$ cat src/rtl/cpu_types_pkg.sv
// Shared types for the pending-request unit: head FSM states and the queue entry layout.
package cpu_types_pkg;

  // The entry carries the widest supported address/data; instances narrower than this zero-extend on capture.
  localparam int PKG_ADDR_W = 32;
  localparam int PKG_DATA_W = 32;

  typedef enum logic [1:0] {
    IDLE = 2'd0,
    REQ  = 2'd1,
    GAP  = 2'd2
  } head_state_t;

  typedef struct packed {
    logic                  write;
    logic [PKG_ADDR_W-1:0] addr;
    logic [PKG_DATA_W-1:0] data;
  } req_entry_t;

endpackage

$ cat src/rtl/req_fifo.sv
// Circular queue of pending data requests; the head entry is visible combinationally on dout.
module req_fifo
  import cpu_types_pkg::*;
#(
  parameter int DEPTH = 4
) (
  input  logic                     clk,
  input  logic                     rst_n,
  input  logic                     push,
  input  logic                     pop,
  input  req_entry_t               din,
  output req_entry_t               dout,
  output logic [$clog2(DEPTH):0]   count,
  output logic                     full,
  output logic                     empty
);

  localparam int PW = $clog2(DEPTH);
  localparam int CW = PW + 1;

  req_entry_t    mem [DEPTH];
  logic [PW-1:0] wptr;
  logic [PW-1:0] rptr;

  // DEPTH is a power of two, so pointer wrap is the natural binary rollover.
  always_ff @(posedge clk or negedge rst_n) begin
    if (!rst_n) begin
      wptr  <= '0;
      rptr  <= '0;
      count <= '0;
    end else begin
      if (push) wptr <= wptr + PW'(1);
      if (pop)  rptr <= rptr + PW'(1);
      if (push && !pop)      count <= count + CW'(1);
      else if (pop && !push) count <= count - CW'(1);
    end
  end

  always_ff @(posedge clk) begin
    if (push) mem[wptr] <= din;
  end

  assign dout  = mem[rptr];
  assign full  = (count == CW'(DEPTH));
  assign empty = (count == '0);

endmodule

$ cat src/rtl/pend_req_unit.sv
// Pending load/store request queue with a head FSM that retries stalled requests and drops them after MAX_RETRY.
module pend_req_unit
  import cpu_types_pkg::*;
#(
  parameter int DEPTH     = 4,
  parameter int ADDR_W    = 32,
  parameter int DATA_W    = 32,
  parameter int TIMEOUT   = 16,
  parameter int MAX_RETRY = 2
) (
  input  logic                   CLK,
  input  logic                   nRST,
  input  logic                   ihit,
  input  logic                   dhit,
  input  logic                   dmemREN,
  input  logic                   dmemWEN,
  input  logic [ADDR_W-1:0]      dmemaddr,
  input  logic [DATA_W-1:0]      dmemstore,
  input  logic                   halt,
  output logic                   iREN,
  output logic                   dREN,
  output logic                   dWEN,
  output logic [ADDR_W-1:0]      daddr,
  output logic [DATA_W-1:0]      dstore,
  output logic [$clog2(DEPTH):0] count,
  output logic                   full,
  output logic                   empty,
  output logic                   drained,
  output logic                   timeout_err,
  output logic                   overflow,
  output logic [1:0]             head_state
);

  localparam int CW      = $clog2(DEPTH) + 1;
  localparam int WAIT_W  = $clog2(TIMEOUT) + 1;
  localparam int RETRY_W = $clog2(MAX_RETRY + 1) + 1;

  head_state_t        state, state_nxt;
  logic [WAIT_W-1:0]  wait_cnt, wait_nxt;
  logic [RETRY_W-1:0] retry_cnt, retry_nxt;
  logic               halt_seen;
  logic               enq, push, pop, drop;
  req_entry_t         new_entry, head;
  logic [CW-1:0]      fifo_count;
  logic               fifo_full, fifo_empty;

  assign enq = ihit && (dmemREN || dmemWEN);

  always_comb begin
    new_entry       = '0;
    new_entry.write = dmemWEN;
    new_entry.addr  = PKG_ADDR_W'(dmemaddr);
    new_entry.data  = PKG_DATA_W'(dmemstore);
  end

  req_fifo #(.DEPTH(DEPTH)) u_fifo (
    .clk   (CLK),
    .rst_n (nRST),
    .push  (push),
    .pop   (pop),
    .din   (new_entry),
    .dout  (head),
    .count (fifo_count),
    .full  (fifo_full),
    .empty (fifo_empty)
  );

  always_comb begin
    state_nxt = state;
    wait_nxt  = wait_cnt;
    retry_nxt = retry_cnt;
    pop       = 1'b0;
    drop      = 1'b0;
    case (state)
      REQ: begin
        if (dhit && !fifo_empty) begin
          pop       = 1'b1;
          wait_nxt  = '0;
          retry_nxt = '0;
        end else if (wait_cnt == WAIT_W'(TIMEOUT - 1)) begin
          state_nxt = GAP;
          wait_nxt  = '0;
        end else begin
          wait_nxt = wait_cnt + WAIT_W'(1);
        end
      end
      GAP: begin
        if (retry_cnt == RETRY_W'(MAX_RETRY)) begin
          pop       = 1'b1;
          drop      = 1'b1;
          wait_nxt  = '0;
          retry_nxt = '0;
        end else begin
          retry_nxt = retry_cnt + RETRY_W'(1);
          state_nxt = REQ;
        end
      end
      default: ;
    endcase
    // A same-edge pop frees the slot, so a full queue still accepts the new entry.
    push = enq && (!fifo_full || pop);
    if (pop)
      state_nxt = (fifo_count > CW'(1) || push) ? REQ : IDLE;
    else if (state == IDLE && (push || !fifo_empty))
      state_nxt = REQ;
  end

  always_ff @(posedge CLK or negedge nRST) begin
    if (!nRST) begin
      state       <= IDLE;
      wait_cnt    <= '0;
      retry_cnt   <= '0;
      halt_seen   <= 1'b0;
      timeout_err <= 1'b0;
      overflow    <= 1'b0;
    end else begin
      state       <= state_nxt;
      wait_cnt    <= wait_nxt;
      retry_cnt   <= retry_nxt;
      halt_seen   <= halt_seen || halt;
      timeout_err <= timeout_err || drop;
      overflow    <= overflow || (enq && !push);
    end
  end

  // Handshake: the head request is valid while dREN|dWEN is high and completes on the rising edge where dhit is also high.
  assign dREN       = (state == REQ) && !fifo_empty && !head.write;
  assign dWEN       = (state == REQ) && !fifo_empty && head.write;
  assign daddr      = ADDR_W'(head.addr);
  assign dstore     = DATA_W'(head.data);
  assign iREN       = !((fifo_full && !dhit) || halt_seen || halt);
  assign count      = fifo_count;
  assign full       = fifo_full;
  assign empty      = fifo_empty;
  assign drained    = halt_seen && fifo_empty;
  assign head_state = state;

endmodule

$ cat config.mk
export PLATFORM = sky130hd
export DESIGN_NAME = pend_req_unit
export DESIGN_NICKNAME = d
export VERILOG_FILES = /design/src/rtl/cpu_types_pkg.sv /design/src/rtl/req_fifo.sv /design/src/rtl/pend_req_unit.sv
export SDC_FILE = /design/constraint.sdc
export NUM_CORES = 1
export LEC_CHECK = 0
export CORE_AREA = 2 2 145 147
export DETAILED_ROUTE_END_ITERATION = 10
export DIE_AREA = 0 0 147 149
export HOLD_SLACK_MARGIN = 0.08
export PLACE_DENSITY = 0.86
export SLEW_MARGIN = 20
export SYNTH_ARGS = -nofsm -noshare
export SYNTH_HDL_FRONTEND = slang
export SYNTH_SLANG_ARGS = --single-unit
$ cat constraint.sdc
create_clock -name CLK -period 9.4 [get_ports CLK]
set_clock_uncertainty 0.1 [all_clocks]
set_input_delay 2.35 -clock CLK [delete_from_list [all_inputs] [get_ports CLK]]
set_output_delay 2.35 -clock CLK [all_outputs]
set_load 0.005 [all_outputs]
==> reports/results.ini <==
[critical_path]
worstSetupEndpointType = output port
crit_arrival_ps = 3780
critical_path_class = in2out
critPathLaunchType = primary input
cp.required_ps = 6950
path_max_fanout = 8

[power]
switching_power_uw = 1106
total_power_uw = 4059
p_per_area_mw_per_mm2 = 301.9
seqPwrFrac_pct = 43.5
internal-power_uw = 2953
vdd_ir_drop_max_v = 0.0002014
combPwrFrac_pct = 30.1
clock_power_share_pct = 26.4
p_leak_uw = 0.004490
switching_share_pct = 27.26

[finish]
nNetsFinal = 734
final_common_cell = edfxtp_1
design_area_mm2 = 0.01345
most-common-layout-cells = 260 x edfxtp_1, 147 x clkdlybuf4s50_1, 65 x mux4_2
syn2layout_area_growth_pct = 25.22
n_antenna_cell = 0
drive_gt1_share_pct = 20.00

[timing]
grt_setup_unrepaired = false
period_share_pct = 66.32
relSlewSlack_pct = 33.69
whs_ps = 368.0
final.setup.tns_ps = 0
fmax_mhz = 160.4
hold_viol = 0
worst_pin_slew_ps = 994.7
setup_viol = 0
layout_min_cycle_time_ps = 6235
drv_slew = 0

[floorplanning]
start_util_pct = 52.24
dieHeight_um = 149
fp.dieArea_mm2 = 0.02190
pin_count = 148
fp.dieW_um = 147
core-area_mm2 = 0.02056
num_rows = 53

[route]
totalWireLength_mm = 19.74
drt_iter0_drc = 263
dr.pass1.iters = 4
antenna_left = 0
wire_per_inst_um = 20.89
vias = 5219
drc = 0
vias_per_cell = 5.523

[clock_network]
clockBufferDepth = 3
cts_buffers = 28
post_cts_resize_count = 0
ctsRootBufferMaster = clkbuf_16
clk_pin_slew_ps = 60
cts_tree = yes
cts_hold_buf = 0
clk_latency_ps = 510
htree_levels = 1
clock_sinks = 280
postCtsSetupRepairBufs = 0

[synthesis]
ys_seq_area_share_pct = 77.36
synth.cell_area_mm2 = 0.01074
synthCells = 478
synth_fp_nets = 564
synth_edf_count = 260
ys_warn_count = 0
synth-seq-cells = 280
syn_area_per_cell_um2 = 22.47
synth.distinct_cells = 44
async_reset_ff_share_pct = 7.143
synthFlopType = edfxtp_1

[job]
drv_cap = 0

[hold_path]
min_path_type = reg2reg

[global_routing]
antenna_found_initial = 0
grt_max_degree = 67
grt_pass1_wl_mm = 31.11
grt_pass1_vias = 5763
grt.total_usage_pct = 18.42
grt_overflow = 0

[placed_design]
dpl-instance-area_mm2 = 0.01254
dp_hpwl_mm = 12.34
io_buffer_count = 147
globalplace.congestion = 0.7988

[outcome]
outcome = complete, no violations

==> synthesized netlist by cell type, drive strengths merged (7+ instances only) <==
library cell  count  share of area [%]
o21ai            10               0.47
a21oi             7               0.43
edfxtp          260                 73
dfrtp            20                4.7
nor2              8               0.28
buf              13               0.92
nand2            10               0.35
inv              11               0.38
ha               15                1.7
mux4             65                 14
==> power by group through the flow <==
stage                     Clock (uW)  Sequential [uW]  Combinational (uW)
after floorplan                    0             1700                 753
after detailed placement           0             1800                1240
after global routing            1140             1790                1320
after global placement             0             1780                1200
final                           1070             1760                1220
after CTS                       1090             1770                1250
==> cell type report <==
cell class                 instances  area [um^2]
clock buffer                      32        715.7
clock inverter                    20        192.7
fill                            1351         7109
inverter                          11        41.29
multi-input combinational        171         2300
sequential                       280         8315
tap                              275        344.1
timing repair buffer             156         1539
==> worst max-delay path, stage by stage <==
cell,delay [ps]
clkdlybuf4s50_1,640
nor2_1,90
nor2_1,150
clkdlybuf4s50_1,550
==> layer usage <==
layer  vias to the layer above  global-route usage [%]  routed length, um  part of all wire [%]
li1                       2329                       -                  -                     -
met1                      2687                   23.23               7741                    39
met2                       168                   33.24              10450                    53
met3                        35                   3.058               1088                   5.5
met4                         0                   5.577                456                   2.3
met5                         -                       0                  0                     0
==> cells by family after synthesis <==
| logic type | after synthesis | synth area share [%] |
|---|---|---|
| and+or+nand+nor | 48 | 2.831 |
| buffers and inverters | 27 | 1.410 |
| muxes | 66 | 13.72 |
| adders and majority gates | 15 | 1.748 |
| AOI/OAI and AO/OA | 36 | 2.435 |
| xor gates and xnor gates | 6 | 0.4894 |
| DFF | 280 | 77.36 |
==> per-stage QoR <==
| stage | utilization, % | cells | setup WS, ps |
|---|---|---|---|
| 2_1_floorplan | - | 478 | 1303 |
| 3_3_place_gp | 61.00 | 893 | 3307 |
| 3_5_place_dp | 61.00 | 893 | 3204 |
| 4_1_cts | 65.42 | 945 | 3203 |
| 5_1_grt | 65.42 | 945 | 3109 |
| 6_report | 65.42 | 945 | 3166 |
==> path summary, 6_finish.rpt <==
check	startpoint	to	slack, ps	cells past startpoint
min in group asynchronous	nRST	timeout_err	2260	1
min	overflow	overflow	370	1
max in group asynchronous	nRST	u_fifo.rptr[1]	6230	1
max reg2reg	u_fifo.count[0]	u_fifo.mem[0][52]	6610	7
min reg2reg	overflow	overflow	370	1
max	dhit	iREN	3170	4
==> flip-flops by register name, summed over array words and instances (netlist names) <==
name          cells
overflow          1
u_fifo.mem      260
u_fifo.count      3
retry_cnt         3
timeout_err       1
u_fifo.rptr       2
wait_cnt          5
head_state        2
u_fifo.wptr       2
halt_seen         1
Note: power is estimated with default switching activity, not from simulation.
